===== src/rtl/instr_perf_counters_pkg.sv =====
// ----------------------------------------------------------------------------
// instr_perf_pkg
// Shared definitions for the retire-side performance counter bank:
//   - RV32 major opcode constants used for classification
//   - counter index enum (class counters 0..9, CYCLES 10, RETIRED 11)
//   - bank size and read-map address constants
// No ports (package).
// ----------------------------------------------------------------------------
package instr_perf_pkg;

  localparam int NUM_CNT   = 12;
  localparam int NUM_CLASS = 10;

  // RV32 major opcodes (instr[6:0])
  localparam logic [6:0] OPC_R      = 7'b0110011;
  localparam logic [6:0] OPC_I_ALU  = 7'b0010011;
  localparam logic [6:0] OPC_STORE  = 7'b0100011;
  localparam logic [6:0] OPC_LOAD   = 7'b0000011;
  localparam logic [6:0] OPC_BRANCH = 7'b1100011;
  localparam logic [6:0] OPC_LUI    = 7'b0110111;
  localparam logic [6:0] OPC_AUIPC  = 7'b0010111;
  localparam logic [6:0] OPC_JAL    = 7'b1101111;
  localparam logic [6:0] OPC_JALR   = 7'b1100111;

  // Counter index map; also the read address of each counter
  typedef enum logic [3:0] {
    CLS_R       = 4'd0,
    CLS_I_ALU   = 4'd1,
    CLS_STORE   = 4'd2,
    CLS_LOAD    = 4'd3,
    CLS_BRANCH  = 4'd4,
    CLS_LUI     = 4'd5,
    CLS_AUIPC   = 4'd6,
    CLS_JAL     = 4'd7,
    CLS_JALR    = 4'd8,
    CLS_OTHER   = 4'd9,
    CLS_CYCLES  = 4'd10,
    CLS_RETIRED = 4'd11
  } cnt_idx_e;

  // Read map: addresses above ADDR_LAST are unpopulated and read as 0
  localparam logic [3:0] ADDR_FIRST = 4'd0;
  localparam logic [3:0] ADDR_LAST  = 4'd11;

endpackage


===== src/rtl/instr_perf_counters_if.sv =====
// ----------------------------------------------------------------------------
// instr_perf_counters_if
// Bundles the retire-side input and the host command/read port of the
// performance counter bank.
//   retire : instr_valid, instr[INSTR_W], ctrlf
//   host   : clr, snap, rd_en, rd_addr[4] -> rd_data[CNT_W], rd_valid,
//            ovf[NUM_CNT]
// Modports: master (retire stage / host side), slave (counter bank).
// ----------------------------------------------------------------------------
interface instr_perf_counters_if
  import instr_perf_pkg::*;
#(
  parameter int INSTR_W = 32,
  parameter int CNT_W   = 17
) ();

  logic               instr_valid;
  logic [INSTR_W-1:0] instr;
  logic               ctrlf;
  logic               clr;
  logic               snap;
  logic               rd_en;
  logic [3:0]         rd_addr;
  logic [CNT_W-1:0]   rd_data;
  logic               rd_valid;
  logic [NUM_CNT-1:0] ovf;

  modport master (
    output instr_valid, instr, ctrlf, clr, snap, rd_en, rd_addr,
    input  rd_data, rd_valid, ovf
  );

  modport slave (
    input  instr_valid, instr, ctrlf, clr, snap, rd_en, rd_addr,
    output rd_data, rd_valid, ovf
  );

endinterface


===== src/rtl/instr_perf_counters_decode.sv =====
// ----------------------------------------------------------------------------
// instr_class_decode
// Combinational opcode classifier. Produces a one-hot class vector with
// exactly one bit set when the count condition holds, all zero otherwise.
//   i_opcode   in  7          instr[6:0] of the retiring instruction
//   i_count_en in  1          instr_valid && !ctrlf
//   o_class_oh out NUM_CLASS  one-hot class (bit index = counter index)
// ----------------------------------------------------------------------------
module instr_class_decode
  import instr_perf_pkg::*;
(
  input  logic [6:0]           i_opcode,
  input  logic                 i_count_en,
  output logic [NUM_CLASS-1:0] o_class_oh
);

  // Opcode to one-hot class; anything unrecognised lands in OTHER
  always_comb begin
    o_class_oh = {NUM_CLASS{1'b0}};
    if (i_count_en) begin
      case (i_opcode)
        OPC_R:      o_class_oh[CLS_R]      = 1'b1;
        OPC_I_ALU:  o_class_oh[CLS_I_ALU]  = 1'b1;
        OPC_STORE:  o_class_oh[CLS_STORE]  = 1'b1;
        OPC_LOAD:   o_class_oh[CLS_LOAD]   = 1'b1;
        OPC_BRANCH: o_class_oh[CLS_BRANCH] = 1'b1;
        OPC_LUI:    o_class_oh[CLS_LUI]    = 1'b1;
        OPC_AUIPC:  o_class_oh[CLS_AUIPC]  = 1'b1;
        OPC_JAL:    o_class_oh[CLS_JAL]    = 1'b1;
        OPC_JALR:   o_class_oh[CLS_JALR]   = 1'b1;
        default:    o_class_oh[CLS_OTHER]  = 1'b1;
      endcase
    end else begin
      o_class_oh = {NUM_CLASS{1'b0}};
    end
  end

endmodule


===== src/rtl/instr_perf_counters.sv =====
// ----------------------------------------------------------------------------
// instr_perf_counters
// Retire-side performance counter bank: nine opcode classes plus OTHER,
// CYCLES and RETIRED. Live counters are copied to a snapshot bank on snap;
// the host reads only the snapshot through a 1-cycle registered read port.
//   clk    in   single clock, rising edge
//   rst_n  in   asynchronous active-low reset
//   bus    slave modport of instr_perf_counters_if (retire + host port)
// Optional feature macro: PERF_SATURATE_EN -- counters saturate at their
// maximum instead of wrapping (ovf is set in both modes).
// ----------------------------------------------------------------------------
module instr_perf_counters
  import instr_perf_pkg::*;
#(
  parameter int INSTR_W = 32,
  parameter int CNT_W   = 17
) (
  input  logic                   clk,
  input  logic                   rst_n,
  instr_perf_counters_if.slave   bus
);

  localparam logic [CNT_W-1:0] CNT_ZERO = {CNT_W{1'b0}};
  localparam logic [CNT_W-1:0] CNT_ONE  = {{(CNT_W-1){1'b0}}, 1'b1};
  localparam logic [CNT_W-1:0] CNT_MAX  = {CNT_W{1'b1}};

  logic [CNT_W-1:0]     r_cnt  [NUM_CNT];
  logic [CNT_W-1:0]     r_snap [NUM_CNT];
  logic [NUM_CNT-1:0]   r_ovf;
  logic [CNT_W-1:0]     r_rd_data;
  logic                 r_rd_valid;

  logic [INSTR_W-1:0]   w_instr;
  logic                 w_unused_instr;
  logic                 w_cnt_en;
  logic [NUM_CLASS-1:0] w_class_oh;
  logic [NUM_CNT-1:0]   w_inc;
  logic [CNT_W-1:0]     w_cnt_nxt [NUM_CNT];
  logic [NUM_CNT-1:0]   w_ovf_nxt;
  logic [CNT_W-1:0]     w_rd_mux;

  assign w_instr        = bus.instr;
  assign w_unused_instr = ^w_instr[INSTR_W-1:7];
  assign w_cnt_en       = bus.instr_valid & ~bus.ctrlf;

  instr_class_decode u_decode (
    .i_opcode   (w_instr[6:0]),
    .i_count_en (w_cnt_en),
    .o_class_oh (w_class_oh)
  );

  // Per-index increment request: RETIRED, CYCLES (always), then class bits
  assign w_inc = {w_cnt_en, 1'b1, w_class_oh};

  // Next live value per counter, handling wrap/saturate and sticky overflow
  always_comb begin
    w_ovf_nxt = r_ovf;
    for (int i = 0; i < NUM_CNT; i++) begin
      w_cnt_nxt[i] = r_cnt[i];
      if (w_inc[i]) begin
        if (r_cnt[i] == CNT_MAX) begin
          w_ovf_nxt[i] = 1'b1;
`ifdef PERF_SATURATE_EN
          w_cnt_nxt[i] = CNT_MAX;
`else
          w_cnt_nxt[i] = CNT_ZERO;
`endif
        end else begin
          w_cnt_nxt[i] = r_cnt[i] + CNT_ONE;
        end
      end else begin
        w_cnt_nxt[i] = r_cnt[i];
      end
    end
  end

  // Live counters and ovf; clr wins over any increment in the same cycle
  always_ff @(posedge clk or negedge rst_n) begin
    if (!rst_n) begin
      for (int i = 0; i < NUM_CNT; i++) r_cnt[i] <= CNT_ZERO;
      r_ovf <= {NUM_CNT{1'b0}};
    end else if (bus.clr) begin
      for (int i = 0; i < NUM_CNT; i++) r_cnt[i] <= CNT_ZERO;
      r_ovf <= {NUM_CNT{1'b0}};
    end else begin
      for (int i = 0; i < NUM_CNT; i++) r_cnt[i] <= w_cnt_nxt[i];
      r_ovf <= w_ovf_nxt;
    end
  end

  // Snapshot bank takes the registered (pre-increment, pre-clear) live values
  always_ff @(posedge clk or negedge rst_n) begin
    if (!rst_n) begin
      for (int i = 0; i < NUM_CNT; i++) r_snap[i] <= CNT_ZERO;
    end else if (bus.snap) begin
      for (int i = 0; i < NUM_CNT; i++) r_snap[i] <= r_cnt[i];
    end
  end

  // Read mux over the snapshot; unpopulated addresses return zero
  always_comb begin
    w_rd_mux = CNT_ZERO;
    if (bus.rd_addr <= ADDR_LAST) begin
      w_rd_mux = r_snap[bus.rd_addr];
    end else begin
      w_rd_mux = CNT_ZERO;
    end
  end

  // Registered read port; data holds between requests
  always_ff @(posedge clk or negedge rst_n) begin
    if (!rst_n) begin
      r_rd_data  <= CNT_ZERO;
      r_rd_valid <= 1'b0;
    end else begin
      r_rd_valid <= bus.rd_en;
      if (bus.rd_en) r_rd_data <= w_rd_mux;
    end
  end

  assign bus.rd_data  = r_rd_data;
  assign bus.rd_valid = r_rd_valid;
  assign bus.ovf      = r_ovf;

endmodule


===== src/flat_wrapper.sv =====
// flat-port wrapper written by rule: the top's interface ports become plain ports
module instr_perf_counters_flat import instr_perf_pkg::*;
#(
  parameter int INSTR_W = 32,
  parameter int CNT_W   = 17
)
  (clk, rst_n, bus_instr_valid, bus_instr, bus_ctrlf, bus_clr, bus_snap, bus_rd_en, bus_rd_addr, bus_rd_data, bus_rd_valid, bus_ovf);
  instr_perf_counters_if #(.INSTR_W(INSTR_W), .CNT_W(CNT_W)) bus_i ();
  input  logic clk;
  input  logic rst_n;
  input wire logic [$bits(bus_i.instr_valid)-1:0] bus_instr_valid;
  input wire logic [$bits(bus_i.instr)-1:0] bus_instr;
  input wire logic [$bits(bus_i.ctrlf)-1:0] bus_ctrlf;
  input wire logic [$bits(bus_i.clr)-1:0] bus_clr;
  input wire logic [$bits(bus_i.snap)-1:0] bus_snap;
  input wire logic [$bits(bus_i.rd_en)-1:0] bus_rd_en;
  input wire logic [$bits(bus_i.rd_addr)-1:0] bus_rd_addr;
  output wire logic [$bits(bus_i.rd_data)-1:0] bus_rd_data;
  output wire logic [$bits(bus_i.rd_valid)-1:0] bus_rd_valid;
  output wire logic [$bits(bus_i.ovf)-1:0] bus_ovf;
  assign bus_i.instr_valid = bus_instr_valid;
  assign bus_i.instr = bus_instr;
  assign bus_i.ctrlf = bus_ctrlf;
  assign bus_i.clr = bus_clr;
  assign bus_i.snap = bus_snap;
  assign bus_i.rd_en = bus_rd_en;
  assign bus_i.rd_addr = bus_rd_addr;
  assign bus_rd_data = bus_i.rd_data;
  assign bus_rd_valid = bus_i.rd_valid;
  assign bus_ovf = bus_i.ovf;
  instr_perf_counters #(.INSTR_W(INSTR_W), .CNT_W(CNT_W)) u_core (.clk(clk), .rst_n(rst_n), .bus(bus_i));
endmodule

===== config.mk =====
export PLATFORM = sky130hd
export DESIGN_NAME = instr_perf_counters_flat
export DESIGN_NICKNAME = d
export VERILOG_FILES = /design/src/rtl/instr_perf_counters_pkg.sv /design/src/rtl/instr_perf_counters_if.sv /design/src/rtl/instr_perf_counters_decode.sv /design/src/rtl/instr_perf_counters.sv /design/src/flat_wrapper.sv
export SDC_FILE = /design/constraint.sdc
export NUM_CORES = 1
export LEC_CHECK = 0
export ABC_CLOCK_PERIOD_IN_PS = 4800
export BUFFER_PORTS_ARGS = -buffer_cell sky130_fd_sc_hd__buf_4
export CORE_ASPECT_RATIO = 2
export CORE_MARGIN = 5
export CORE_UTILIZATION = 45
export DETAILED_ROUTE_END_ITERATION = 7
export GPL_TIMING_DRIVEN = 0
export SLEW_MARGIN = 10
export SYNTH_ARGS = -nofsm -noshare
export SYNTH_HDL_FRONTEND = slang
export SYNTH_SLANG_ARGS = --single-unit

===== constraint.sdc =====
create_clock -name clk -period 4.8 [get_ports clk]
set_input_delay 0.96 -clock clk [delete_from_list [all_inputs] [get_ports clk]]
set_output_delay 0.96 -clock clk [all_outputs]
set_load 0.005 [all_outputs]

==> results of run 1 <==
## routing by layer
metal	share of wire, %	global-route usage [%]
met1	44	33.6
met5	0.020	0
met4	4.8	10.5
met2	46	36.9
met3	5.3	2.65
## final timing paths
path | from | to | slack, ns | cells after the start
setup / recovery | bus_clr | u_core.r_cnt[2]$_DFFE_PN0P_ | 1.03 | 6
hold / removal | rst_n | u_core.r_cnt[58]$_DFFE_PN0P_ | 0.38 | 1
setup reg to reg | u_core.r_cnt[34]$_DFFE_PN0P_ | u_core.r_cnt[37]$_DFFE_PN0P_ | 1.30 | 10
hold reg to reg | u_core.bus.rd_data[0]$_DFFE_PN0P_ | u_core.bus.rd_data[0]$_DFFE_PN0P_ | 0.48 | 1
max in group asynchronous | rst_n | u_core.bus.ovf[5]$_DFFE_PN0P_ | 3.15 | 3
min in group clk | u_core.bus.rd_data[0]$_DFFE_PN0P_ | u_core.bus.rd_data[0]$_DFFE_PN0P_ | 0.48 | 1
## flip-flops by register name (all words and copies together), names as in the netlist
| signal | flops |
|---|---|
| u_core.bus.ovf | 12 |
| u_core.bus.rd_data | 17 |
| u_core.bus.rd_valid | 1 |
| u_core.r_cnt | 204 |
| u_core.r_snap | 204 |
## worst max-delay path: stages
cell	delay, ns
sky130_fd_sc_hd__buf_2	0.38
sky130_fd_sc_hd__clkbuf_1	0.54
sky130_fd_sc_hd__buf_1	0.83
sky130_fd_sc_hd__buf_2	0.49
sky130_fd_sc_hd__buf_1	0.80
sky130_fd_sc_hd__nor2_1	0.12
## cell families (layout without fill, tap and decap cells)
| group | count (synthesis) | after routing | share of synthesized area (%) |
|---|---|---|---|
| xor+xnor | 14 | 14 | 0.555 |
| compound gates | 442 | 442 | 12.7 |
| mux | 279 | 279 | 16.7 |
| other cells | 0 | 1 | 0 |
| fa+ha+maj | 24 | 24 | 1.36 |
| buf+inv | 179 | 306 | 3.23 |
| flops | 438 | 438 | 49.6 |
| simple gates | 609 | 609 | 15.9 |
## final cells by class
class	count	area share, %
Clock inverter	25	1.32
Buffer	148	2.40
Antenna cell	1	0.0100
Clock buffer	57	5.02
Sequential cell	438	44.0
Tap cell	643	3.23
Multi-Input combinational cell	1368	41.9
Timing Repair Buffer	45	1.71
Inverter	31	0.467
## placed cells by master, fill, tap and decap left out, drive strengths merged, types with 14 or more instances in the layout
cell,instances
a21oi,144
a31oi,45
a41oi,17
and2,16
and3,30
and4,18
buf,86
clkbuf,164
dfrtp,438
ha,24
inv,34
mux2,204
mux2i,24
mux4,51
nand2,111
nand3,79
nand3b,27
nand4,49
nor2,65
nor3,27
nor4,14
o211ai,36
o21a,26
o21ai,83
o31ai,35
or3,63
or4,60
## power breakdown
| group | switching [mW] | internal [mW] |
|---|---|---|
| logic | 0.305 | 0.155 |
| registers | 0.0487 | 3.74 |
| clock network | 1.54 | 2.23 |
## through the flow
| stage | instances | setup WS (ns) | setup TNS, ns | cell area, um2 | hold slack [ns] |
|---|---|---|---|---|---|
| global route | 2755 | 0.960 | 0 | 24900 | 0.427 |
| floorplan | 1985 | 2.07 | 0 | 22100 | 0.470 |
| CTS | 2755 | 1.02 | 0 | 24900 | 0.412 |
| finish | 2756 | 1.03 | 0 | 24900 | 0.377 |
| global placement | 2669 | -1.84 | -780.81 | 23200 | 0.465 |
| detailed placement | 2673 | 0.429 | 0 | 23300 | 0.470 |
==> insert_results.sql, run 1 <==
INSERT INTO impl_metrics (metric_group, metric, value, unit) VALUES
('yosys', 'postSynth.asyncResetShare', '100', '%'),
('placed_design', 'place.port_buffers', '41', ''),
('run', 'drv_cap', '0', ''),
('cts', 'htree_num_levels', '2', ''),
('route', 'post-route-drc-count', '0', ''),
('die', 'floorplan.die.width', '167', 'um'),
('final_layout', 'nets', '2144', ''),
('route', 'final_antenna_net_count', '0', ''),
('die', 'die_area', '53900', 'um2'),
('cts', 'post-cts-setup-buffer-count', '0', ''),
('grt', 'global_route_overflow', '0', ''),
('cts', 'tritoncts', 'yes', ''),
('pwr', 'total_power', '8.02', 'mW'),
('final_layout', 'layout.filler_cells', '4400', ''),
('yosys', 'yosysWarnings', '0', ''),
('grt', 'groute.usage.overall', '23.6', '%'),
('cts', 'post_cts_resized', '0', ''),
('die', 'io_pins', '73', ''),
('cts', 'clock_tree.root_cell', 'sky130_fd_sc_hd__clkbuf_16', ''),
('worst_setup_path', 'cp_data_arrival_time', '4.16', 'ns'),
('status', 'outcome', 'finished, final reports clean', ''),
('pwr', 'powerDensity', '322', 'nW/um2'),
('sta', 'rsz_0062_raised_after_global_routing', 'false', ''),
('placed_design', 'post-dp-hpwl', '46.8', 'mm'),
('yosys', 'synthesis.instances', '1985', ''),
('sta', 'finalSetupViolations', '0', ''),
('worst_setup_path', 'critPathCaptureType', 'register', ''),
('sta', 'finalCriticalPeriod', '3.77', 'ns'),
('yosys', 'ys_dominant_reg_cell', 'sky130_fd_sc_hd__dfrtp_1', ''),
('sta', 'worst_slew_pin_slew', '1.11', 'ns'),
('yosys', 'syn_area', '22100', 'um2'),
('die', 'core_footprint', '48900', 'um2'),
('final_layout', 'total_area_of_multi_input_combinational_cells', '10400', 'um2'),
('yosys', 'avgSynthCellArea', '11.1', 'um2'),
('cts', 'cts-buffers-inserted', '45', ''),
('route', 'route.final.wire_length', '64.1', 'mm'),
('sta', 'max_freq', '0.265', 'GHz'),
('grt', 'grt_max_degree', '107', ''),
('yosys', 'most_used_standard_cells_in_the_synthesized_netlist', 'sky130_fd_sc_hd__dfrtp_1 (438), sky130_fd_sc_hd__mux2_2 (204), sky130_fd_sc_hd__a21oi_1 (143)', ''),
('yosys', 'syn_nets', '2052', ''),
('sta', 'slew_viols_final', '0', ''),
('pwr', 'p_leak', '10.5', 'nW'),
('grt', 'number_of_global_route_vias_before_repair', '16400', ''),
('yosys', 'synth.top_cells.by_area', 'sky130_fd_sc_hd__dfrtp_1 (50%), sky130_fd_sc_hd__mux2_2 (10%), sky130_fd_sc_hd__mux4_2 (5.2%)', ''),
('route', 'vias_per_cell', '6.15', ''),
('final_layout', 'area.growth.synth_to_final', '12.7', '%'),
('placed_design', 'gp_routability_congestion', '0.987', ''),
('route', 'drtPass1Iterations', '7', ''),
('sta', 'hold_viol_final', '0', ''),
('die', 'placementRows', '115', ''),
('yosys', 'seq_area_frac_synth', '49.6', '%'),
('cts', 'clk_pin_slew_worst_paths', '0.06', 'ns'),
('worst_setup_path', 'timing_worst_setup_path_type', 'primary input to register', ''),
('grt', 'antenna_found_initial', '2', ''),
('route', 'routed-via-count', '17000', ''),
('pwr', 'power.ir.vdd_worst', '0.279', 'mV'),
('cts', 'cts_hold_buf', '0', ''),
('die', 'chipHeight', '323', 'um'),
('sta', 'finalClockSkew', '0.0248', 'ns'),
('yosys', 'synth_edf_count', '0', ''),
('route', 'detail_route.iter0.violations', '1425', ''),
('worst_setup_path', 'worst_setup_path_start_kind', 'primary input', ''),
('cts', 'cts-root-to-sink-buffers', '3', ''),
('sta', 'period_utilization', '78.5', '%'),
('sta', 'max-slew-margin-rel', '25.6', '%'),
('yosys', 'synthDistinctLibCells', '77', ''),
('min_path', 'holdCritPathClass', 'primary input to async pin', ''),
('yosys', 'synthMostInstantiatedCell', 'sky130_fd_sc_hd__dfrtp_1', ''),
('yosys', 'yosysTopAreaCell', 'sky130_fd_sc_hd__dfrtp_1', ''),
('yosys', 'post-synth-top-area-fraction', '49.6', '%'),
('cts', 'tritoncts_num_sinks', '438', ''),
('die', 'initial_core_util', '45.2', '%'),
('final_layout', 'post-route-util', '50.9', '%'),
('route', 'detail_route.wl_per_cell', '23.2', 'um'),
('final_layout', 'drive_above_1_share', '20.5', '%'),
('final_layout', 'seq_area', '11000', 'um2'),
('worst_setup_path', 'critical_path.max_fanout', '10', ''),
('cts', 'clock_insertion_delay_worst_skew', '0.57', 'ns'),
('yosys', 'yosys_register_bits', '438', ''),
('grt', 'grt_first_pass_wirelength', '100', 'mm'),
('worst_setup_path', 'cp.required', '5.19', 'ns');
Power figures use the tool's default switching activity.
==> inputs of run 2 (changes only) <==
- ABC_CLOCK_PERIOD_IN_PS: 4800 -> 3400
- clock period: 4.8 -> 3.4 ns (I/O delays scaled with it)
==> run 2 against run 1 <==
Against the previous run:
- wire length rose by 0.35%
- clock skew fell by 0.0017 ns
- clock power rose by 41%
- via count rose by 0.41%
- register-to-register slack got worse by 1.1 ns
- global-route usage barely moved
- total power rose by 41%
- hold slack got worse by 0.29 ns
- clock-buffer cell count did not move
- critical path type unchanged
==> insert_results.sql, run 2 (synthesis results as in run 1) <==
INSERT INTO impl_metrics (metric_group, metric, value, unit) VALUES
('cts', 'clock_tree.root_cell', 'sky130_fd_sc_hd__clkbuf_16', ''),
('pwr', 'p_leak', '10.5', 'nW'),
('sta', 'worst_slew_pin_slew', '1.11', 'ns'),
('cts', 'cts-root-to-sink-buffers', '3', ''),
('route', 'vias_per_cell', '6.18', ''),
('cts', 'post-cts-setup-buffer-count', '0', ''),
('final_layout', 'total_area_of_multi_input_combinational_cells', '10400', 'um2'),
('placed_design', 'place.port_buffers', '41', ''),
('final_layout', 'layout.filler_cells', '4398', ''),
('placed_design', 'place_inst', '2673', ''),
('sta', 'finalCriticalPeriod', '3.33', 'ns'),
('min_path', 'holdCritPathClass', 'primary input to async pin', ''),
('cts', 'tritoncts', 'yes', ''),
('route', 'route.final.wire_length', '64.3', 'mm'),
('sta', 'period_utilization', '98.0', '%'),
('sta', 'hold_viol_final', '0', ''),
('cts', 'tritoncts_num_sinks', '438', ''),
('die', 'io_pins', '73', ''),
('worst_setup_path', 'worst_setup_path_start_kind', 'primary input', ''),
('placed_design', 'post-dp-hpwl', '46.8', 'mm'),
('route', 'final_antenna_net_count', '0', ''),
('grt', 'antenna_found_initial', '2', ''),
('grt', 'number_of_global_route_vias_before_repair', '16400', ''),
('final_layout', 'seq_area', '11000', 'um2'),
('route', 'detail_route.wl_per_cell', '23.3', 'um'),
('sta', 'rsz_0062_raised_after_global_routing', 'false', ''),
('cts', 'cts_hold_buf', '0', ''),
('die', 'chipHeight', '323', 'um'),
('worst_setup_path', 'timing_worst_setup_path_type', 'primary input to register', ''),
('die', 'placementRows', '115', ''),
('sta', 'slew_viols_final', '0', ''),
('sta', 'timing.setup.tns', '0', 'ns'),
('sta', 'finalSetupViolations', '0', ''),
('grt', 'grt_first_pass_wirelength', '100', 'mm'),
('placed_design', 'gp_routability_congestion', '0.987', ''),
('worst_setup_path', 'worstReg2RegStart', 'u_core.r_cnt[34]$_DFFE_PN0P_', ''),
('sta', 'finalClockSkew', '0.0231', 'ns'),
('worst_setup_path', 'worstReg2RegEnd', 'u_core.r_cnt[37]$_DFFE_PN0P_', ''),
('final_layout', 'final_cell_count_no_fill', '2755', ''),
('sta', 'max-slew-margin-rel', '25.9', '%'),
('die', 'die_area', '53900', 'um2'),
('cts', 'htree_num_levels', '2', ''),
('route', 'post-route-drc-count', '0', ''),
('sta', 'max_freq', '0.300', 'GHz'),
('route', 'routed-via-count', '17000', ''),
('pwr', 'powerDensity', '454', 'nW/um2'),
('final_layout', 'mostFrequentLayoutCell', 'sky130_fd_sc_hd__dfrtp_1', ''),
('worst_setup_path', 'critPathCaptureType', 'register', ''),
('cts', 'cts-buffers-inserted', '45', ''),
('grt', 'global_route_overflow', '0', ''),
('route', 'drtPass1Iterations', '6', ''),
('route', 'detail_route.iter0.violations', '1417', ''),
('grt', 'grt_max_degree', '107', ''),
('status', 'outcome', 'finished, final reports clean', ''),
('pwr', 'power.ir.vdd_worst', '0.395', 'mV'),
('worst_setup_path', 'cp_data_arrival_time', '3.73', 'ns'),
('final_layout', 'area.growth.synth_to_final', '12.8', '%'),
('die', 'initial_core_util', '45.2', '%'),
('final_layout', 'nets', '2143', ''),
('die', 'floorplan.die.width', '167', 'um'),
('worst_setup_path', 'regToRegSetupSlack', '0.18', 'ns'),
('die', 'core_footprint', '48900', 'um2'),
('worst_setup_path', 'reg2regPathDepth', '9', ''),
('worst_setup_path', 'cp.required', '3.80', 'ns'),
('final_layout', 'layout_common_cells', 'sky130_fd_sc_hd__dfrtp_1 (438), sky130_fd_sc_hd__mux2_2 (204), sky130_fd_sc_hd__a21oi_1 (143), sky130_fd_sc_hd__nand2_1 (111), sky130_fd_sc_hd__clkbuf_1 (109)', ''),
('grt', 'groute.usage.overall', '23.6', '%'),
('worst_setup_path', 'critical_path.max_fanout', '10', ''),
('cts', 'clk_pin_slew_worst_paths', '0.06', 'ns'),
('final_layout', 'drive_above_1_share', '20.7', '%'),
('run', 'drv_cap', '0', ''),
('cts', 'clock_insertion_delay_worst_skew', '0.57', 'ns');
[run 2: cell count changes in the layout (fill, tap and decap cells not counted)]
cell,change
sky130_fd_sc_hd__buf_1,-2
sky130_fd_sc_hd__clkbuf_1,-2
sky130_fd_sc_hd__clkdlybuf4s15_2,+1
sky130_fd_sc_hd__buf_2,+1
sky130_fd_sc_hd__clkdlybuf4s15_1,+1
[run 2: routing by layer]
layer	share of wire [%]	global-route usage [%]	wire length, um
met1	44	33.6	28000
met2	46	36.9	29700
met3	5.5	2.65	3560
met4	4.7	10.6	3040
met5	0.020	0	13
[run 2: power by group]
part / total (mW) / internal (mW) / switching [mW]
Clock: 5.32 / 3.15 / 2.17
Combinational: 0.651 / 0.220 / 0.431
Sequential: 5.35 / 5.28 / 0.0689
Total: 11.3 / 8.65 / 2.67
[run 2: how the worst max path moves through the flow]
stage                     slack, ns                    startpoint  depth (start not counted)                       endpoint
final                          0.07                       bus_clr                          6   u_core.r_cnt[73]$_DFFE_PN0P_
after CTS                     0.008  u_core.r_cnt[35]$_DFFE_PN0P_                         10   u_core.r_cnt[37]$_DFFE_PN0P_
after global routing          0.004  u_core.r_cnt[89]$_DFFE_PN0P_                         10   u_core.r_cnt[89]$_DFFE_PN0P_
after global placement        -2.96                         rst_n                          1   u_core.r_cnt[91]$_DFFE_PN0P_
after detailed placement      -0.69                       bus_clr                          6  u_core.r_cnt[152]$_DFFE_PN0P_
after floorplan                0.67  u_core.r_cnt[34]$_DFFE_PN0P_                         10   u_core.r_cnt[41]$_DFFE_PN0P_
[run 2: timing repair]
item,in CTS,in global routing
setup endpoints to repair,10,9
gates resized for setup,3,3
pin swaps,0,0
[run 2: stage by stage]
stage / setup WS [ns] / area, um2 / util, % / hold slack, ns / total power, mW
2_1_floorplan: 0.671 / 22100 / - / 0.384 / 5.76
3_3_place_gp: -2.96 / 23200 / 47.5 / 0.465 / 6.08
3_5_place_dp: -0.691 / 23300 / 47.7 / 0.470 / 6.10
4_1_cts: 0.00806 / 24900 / 50.9 / 0.132 / 11.4
5_1_grt: 0.00436 / 24900 / 50.9 / 0.147 / 11.7
6_report: 0.0685 / 24900 / 50.9 / 0.0886 / 11.3
[run 2: cell type report]
type / instances / area share (%)
flip-flops and latches: 438 / 44.0
multi-input cells: 1368 / 41.8
clock buffers: 57 / 5.02
well taps: 643 / 3.23
plain buffers: 147 / 2.44
repair buffers: 45 / 1.71
clock inverters: 25 / 1.32
inverters: 31 / 0.467
diodes: 1 / 0.0100
[run 2: worst max-delay path, stage by stage]
cell                              delay (ns)
sky130_fd_sc_hd__buf_2                  0.37
sky130_fd_sc_hd__clkbuf_1               0.54
sky130_fd_sc_hd__clkdlybuf4s15_1        0.82
sky130_fd_sc_hd__buf_2                  0.47
sky130_fd_sc_hd__clkbuf_1               0.72
sky130_fd_sc_hd__a21oi_1                0.10
==> inputs of run 3 (changes only) <==
- GPL_ROUTABILITY_DRIVEN: unset -> 1
- REMOVE_ABC_BUFFERS: unset -> 1
==> run 3 against run 2 <==
Against the previous run:
- wire length is 10% lower
- clock-buffer cell count is 2 lower
- clock skew is 0.0039 ns lower
- setup slack better by 0.17 ns
- sequential power hardly changed
- first-iteration DRC count is 4.8% lower
- hold slack worse by 0.042 ns
- flip-flop and latch count stayed put
- clock power is 5.1% lower
==> insert_results.sql, run 3 (synthesis results as in run 1) <==
INSERT INTO impl_metrics (metric_group, metric, value, unit) VALUES
('die', 'die_area', '53900', 'um2'),
('sta', 'rsz_0062_raised_after_global_routing', 'false', ''),
('final_layout', 'final_cell_count_no_fill', '2616', ''),
('sta', 'max-slew-margin-rel', '22.2', '%'),
('grt', 'antenna_found_initial', '1', ''),
('sta', 'worst_hold_slack', '0.0464', 'ns'),
('final_layout', 'nets', '2008', ''),
('placed_design', 'gp_routability_congestion', '0.829', ''),
('cts', 'clock_insertion_delay_worst_skew', '0.56', 'ns'),
('worst_setup_path', 'critical_path.max_fanout', '12', ''),
('worst_setup_path', 'timing_worst_setup_path_type', 'register to register', ''),
('pwr', 'p_leak', '10.3', 'nW'),
('grt', 'number_of_global_route_vias_before_repair', '15500', ''),
('sta', 'finalCriticalPeriod', '3.16', 'ns'),
('die', 'floorplan.die.width', '167', 'um'),
('route', 'post-route-drc-count', '0', ''),
('worst_setup_path', 'critPathBufInv', '0', ''),
('worst_setup_path', 'cpPeakStageDelay', '0.83', 'ns'),
('cts', 'clk_pin_slew_worst_paths', '0.07', 'ns'),
('placed_design', 'place_ws', '-0.262', 'ns'),
('worst_setup_path', 'worstReg2RegEnd', 'u_core.r_cnt[133]$_DFFE_PN0P_', ''),
('sta', 'period_utilization', '93.0', '%'),
('route', 'vias_per_cell', '6.18', ''),
('worst_setup_path', 'cp_data_arrival_time', '3.64', 'ns'),
('placed_design', 'placement.cell_area', '22900', 'um2'),
('route', 'detail_route.iter0.violations', '1349', ''),
('grt', 'grt_first_pass_wirelength', '92.5', 'mm'),
('route', 'detail_route.wl_per_cell', '22.1', 'um'),
('cts', 'tritoncts', 'yes', ''),
('sta', 'max_freq', '0.316', 'GHz'),
('min_path', 'holdCritPathClass', 'primary input to async pin', ''),
('route', 'routed-via-count', '16200', ''),
('cts', 'cts-buffers-inserted', '42', ''),
('grt', 'grt_max_degree', '113', ''),
('worst_setup_path', 'reg2regPathDepth', '8', ''),
('grt', 'global_route_overflow', '0', ''),
('sta', 'final_setup_slack_of_the_worst_path', '0.238', 'ns'),
('cts', 'htree_num_levels', '2', ''),
('route', 'drtPass1Iterations', '7', ''),
('worst_setup_path', 'critical-path-slowest-cell', 'sky130_fd_sc_hd__or4_1', ''),
('final_layout', 'fin_area', '24400', 'um2'),
('final_layout', 'layout_common_cells', 'sky130_fd_sc_hd__dfrtp_1 (438), sky130_fd_sc_hd__mux2_2 (204), sky130_fd_sc_hd__a21oi_1 (143), sky130_fd_sc_hd__nand2_1 (111), sky130_fd_sc_hd__o21ai_0 (81)', ''),
('pwr', 'power.ir.vdd_worst', '0.350', 'mV'),
('final_layout', 'insertedDiodeCount', '0', ''),
('route', 'final_antenna_net_count', '0', ''),
('cts', 'cts_hold_buf', '0', ''),
('die', 'initial_core_util', '45.2', '%'),
('worst_setup_path', 'cp.required', '3.87', 'ns'),
('die', 'placementRows', '115', ''),
('placed_design', 'post-dp-hpwl', '39.0', 'mm'),
('die', 'io_pins', '73', ''),
('pwr', 'powerDensity', '450', 'nW/um2'),
('sta', 'finalClockSkew', '0.0192', 'ns'),
('placed_design', 'place.port_buffers', '47', ''),
('status', 'outcome', 'finished, final reports clean', ''),
('worst_setup_path', 'critPathCaptureType', 'register', ''),
('final_layout', 'drive_above_1_share', '21.3', '%'),
('worst_setup_path', 'critPathMostFrequentCell', 'sky130_fd_sc_hd__ha_1', ''),
('worst_setup_path', 'path_cells', 'ha_1, and3_1, nand3_1, nor2_1, ha_1, or4_1, or4_4, o211ai_2', ''),
('worst_setup_path', 'critical-path-top-delay-family', 'simple AND/OR/NAND/NOR gates', ''),
('sta', 'finalSetupViolations', '0', ''),
('final_layout', 'area.growth.synth_to_final', '10.5', '%'),
('grt', 'groute.usage.overall', '21.2', '%'),
('die', 'chipHeight', '323', 'um'),
('worst_setup_path', 'worst_setup_path_start_kind', 'register', ''),
('worst_setup_path', 'regToRegSetupSlack', '0.24', 'ns'),
('cts', 'tritoncts_num_sinks', '438', ''),
('route', 'route.final.wire_length', '57.8', 'mm'),
('run', 'drv_cap', '0', ''),
('final_layout', 'mostFrequentLayoutCell', 'sky130_fd_sc_hd__dfrtp_1', ''),
('sta', 'slew_viols_final', '0', ''),
('sta', 'hold_viol_final', '0', ''),
('worst_setup_path', 'worstReg2RegStart', 'u_core.r_cnt[119]$_DFFE_PN0P_', ''),
('cts', 'clock_tree.root_cell', 'sky130_fd_sc_hd__clkbuf_16', ''),
('cts', 'cts-root-to-sink-buffers', '3', ''),
('sta', 'worst_slew_pin_slew', '1.16', 'ns'),
('die', 'core_footprint', '48900', 'um2'),
('placed_design', 'place_inst', '2538', '');
[run 3: cell count changes in the layout (fill, tap and decap cells not counted), moves of 5 or more]
cell	change
sky130_fd_sc_hd__clkbuf_1	-105
sky130_fd_sc_hd__buf_2	-28
sky130_fd_sc_hd__buf_1	-10
sky130_fd_sc_hd__buf_4	+5
[run 3: cell type report]
| cell class | instances | area [um2] |
|---|---|---|
| repair buffers | 60 | 624 |
| clock buffers | 55 | 1200 |
| fillers | 4391 | 24500 |
| inverters | 31 | 116 |
| well taps | 643 | 805 |
| multi-input cells | 1368 | 10500 |
| flip-flops and latches | 438 | 11000 |
| clock inverters | 21 | 264 |
[run 3: repair_timing]
action	in CTS	in global routing
endpoints found under the setup margin	0	17
buffers inserted	0	2
resized for setup	0	2
endpoints found under the hold margin	0	0
[run 3: through the flow]
| step | power, mW | setup TNS (ns) | utilization (%) |
|---|---|---|---|
| 6_report | 11.0 | 0 | 49.9 |
| 5_1_grt | 11.4 | 0 | 49.9 |
| 4_1_cts | 11.1 | 0 | 49.9 |
| 3_5_place_dp | 6.06 | -1.49 | 46.9 |
| 3_3_place_gp | 6.02 | -1350.90 | 46.3 |
| 2_1_floorplan | 5.64 | 0 | - |
[run 3: worst max path at each step]
stage | startpoint | end | slack (ns) | cells after the start
floorplan | u_core.r_cnt[34]$_DFFE_PN0P_ | u_core.r_cnt[44]$_DFFE_PN0P_ | 0.69 | 8
detailed placement | bus_ctrlf | u_core.r_cnt[78]$_DFFE_PN0P_ | -0.26 | 5
finish | u_core.r_cnt[119]$_DFFE_PN0P_ | u_core.r_cnt[133]$_DFFE_PN0P_ | 0.24 | 8
global placement | rst_n | u_core.r_snap[140]$_DFFE_PN0P_ | -3.04 | 1
global route | u_core.r_cnt[119]$_DFFE_PN0P_ | u_core.r_cnt[133]$_DFFE_PN0P_ | 0.12 | 8
CTS | u_core.r_cnt[51]$_DFFE_PN0P_ | u_core.r_cnt[53]$_DFFE_PN0P_ | 0.11 | 9
[run 3: metal layers]
metal | track usage (%) | part of all wire [%]
met3 | 1.98 | 4.0
met5 | 0 | 0
met2 | 33.4 | 47
met1 | 31.3 | 46
met4 | 6.95 | 3.2
[run 3: worst register-to-register path: cells and delay by family (launching register included)]
kind / cells / cell delay (ns)
flops: 1 / 0.42
simple gates: 5 / 1.89
fa+ha+maj: 2 / 0.63
compound gates: 1 / 0.14
[run 3: power breakdown]
part           switching, mW  internal [mW]
Clock                   2.10           2.95
Sequential            0.0666           5.28
Combinational          0.388          0.215
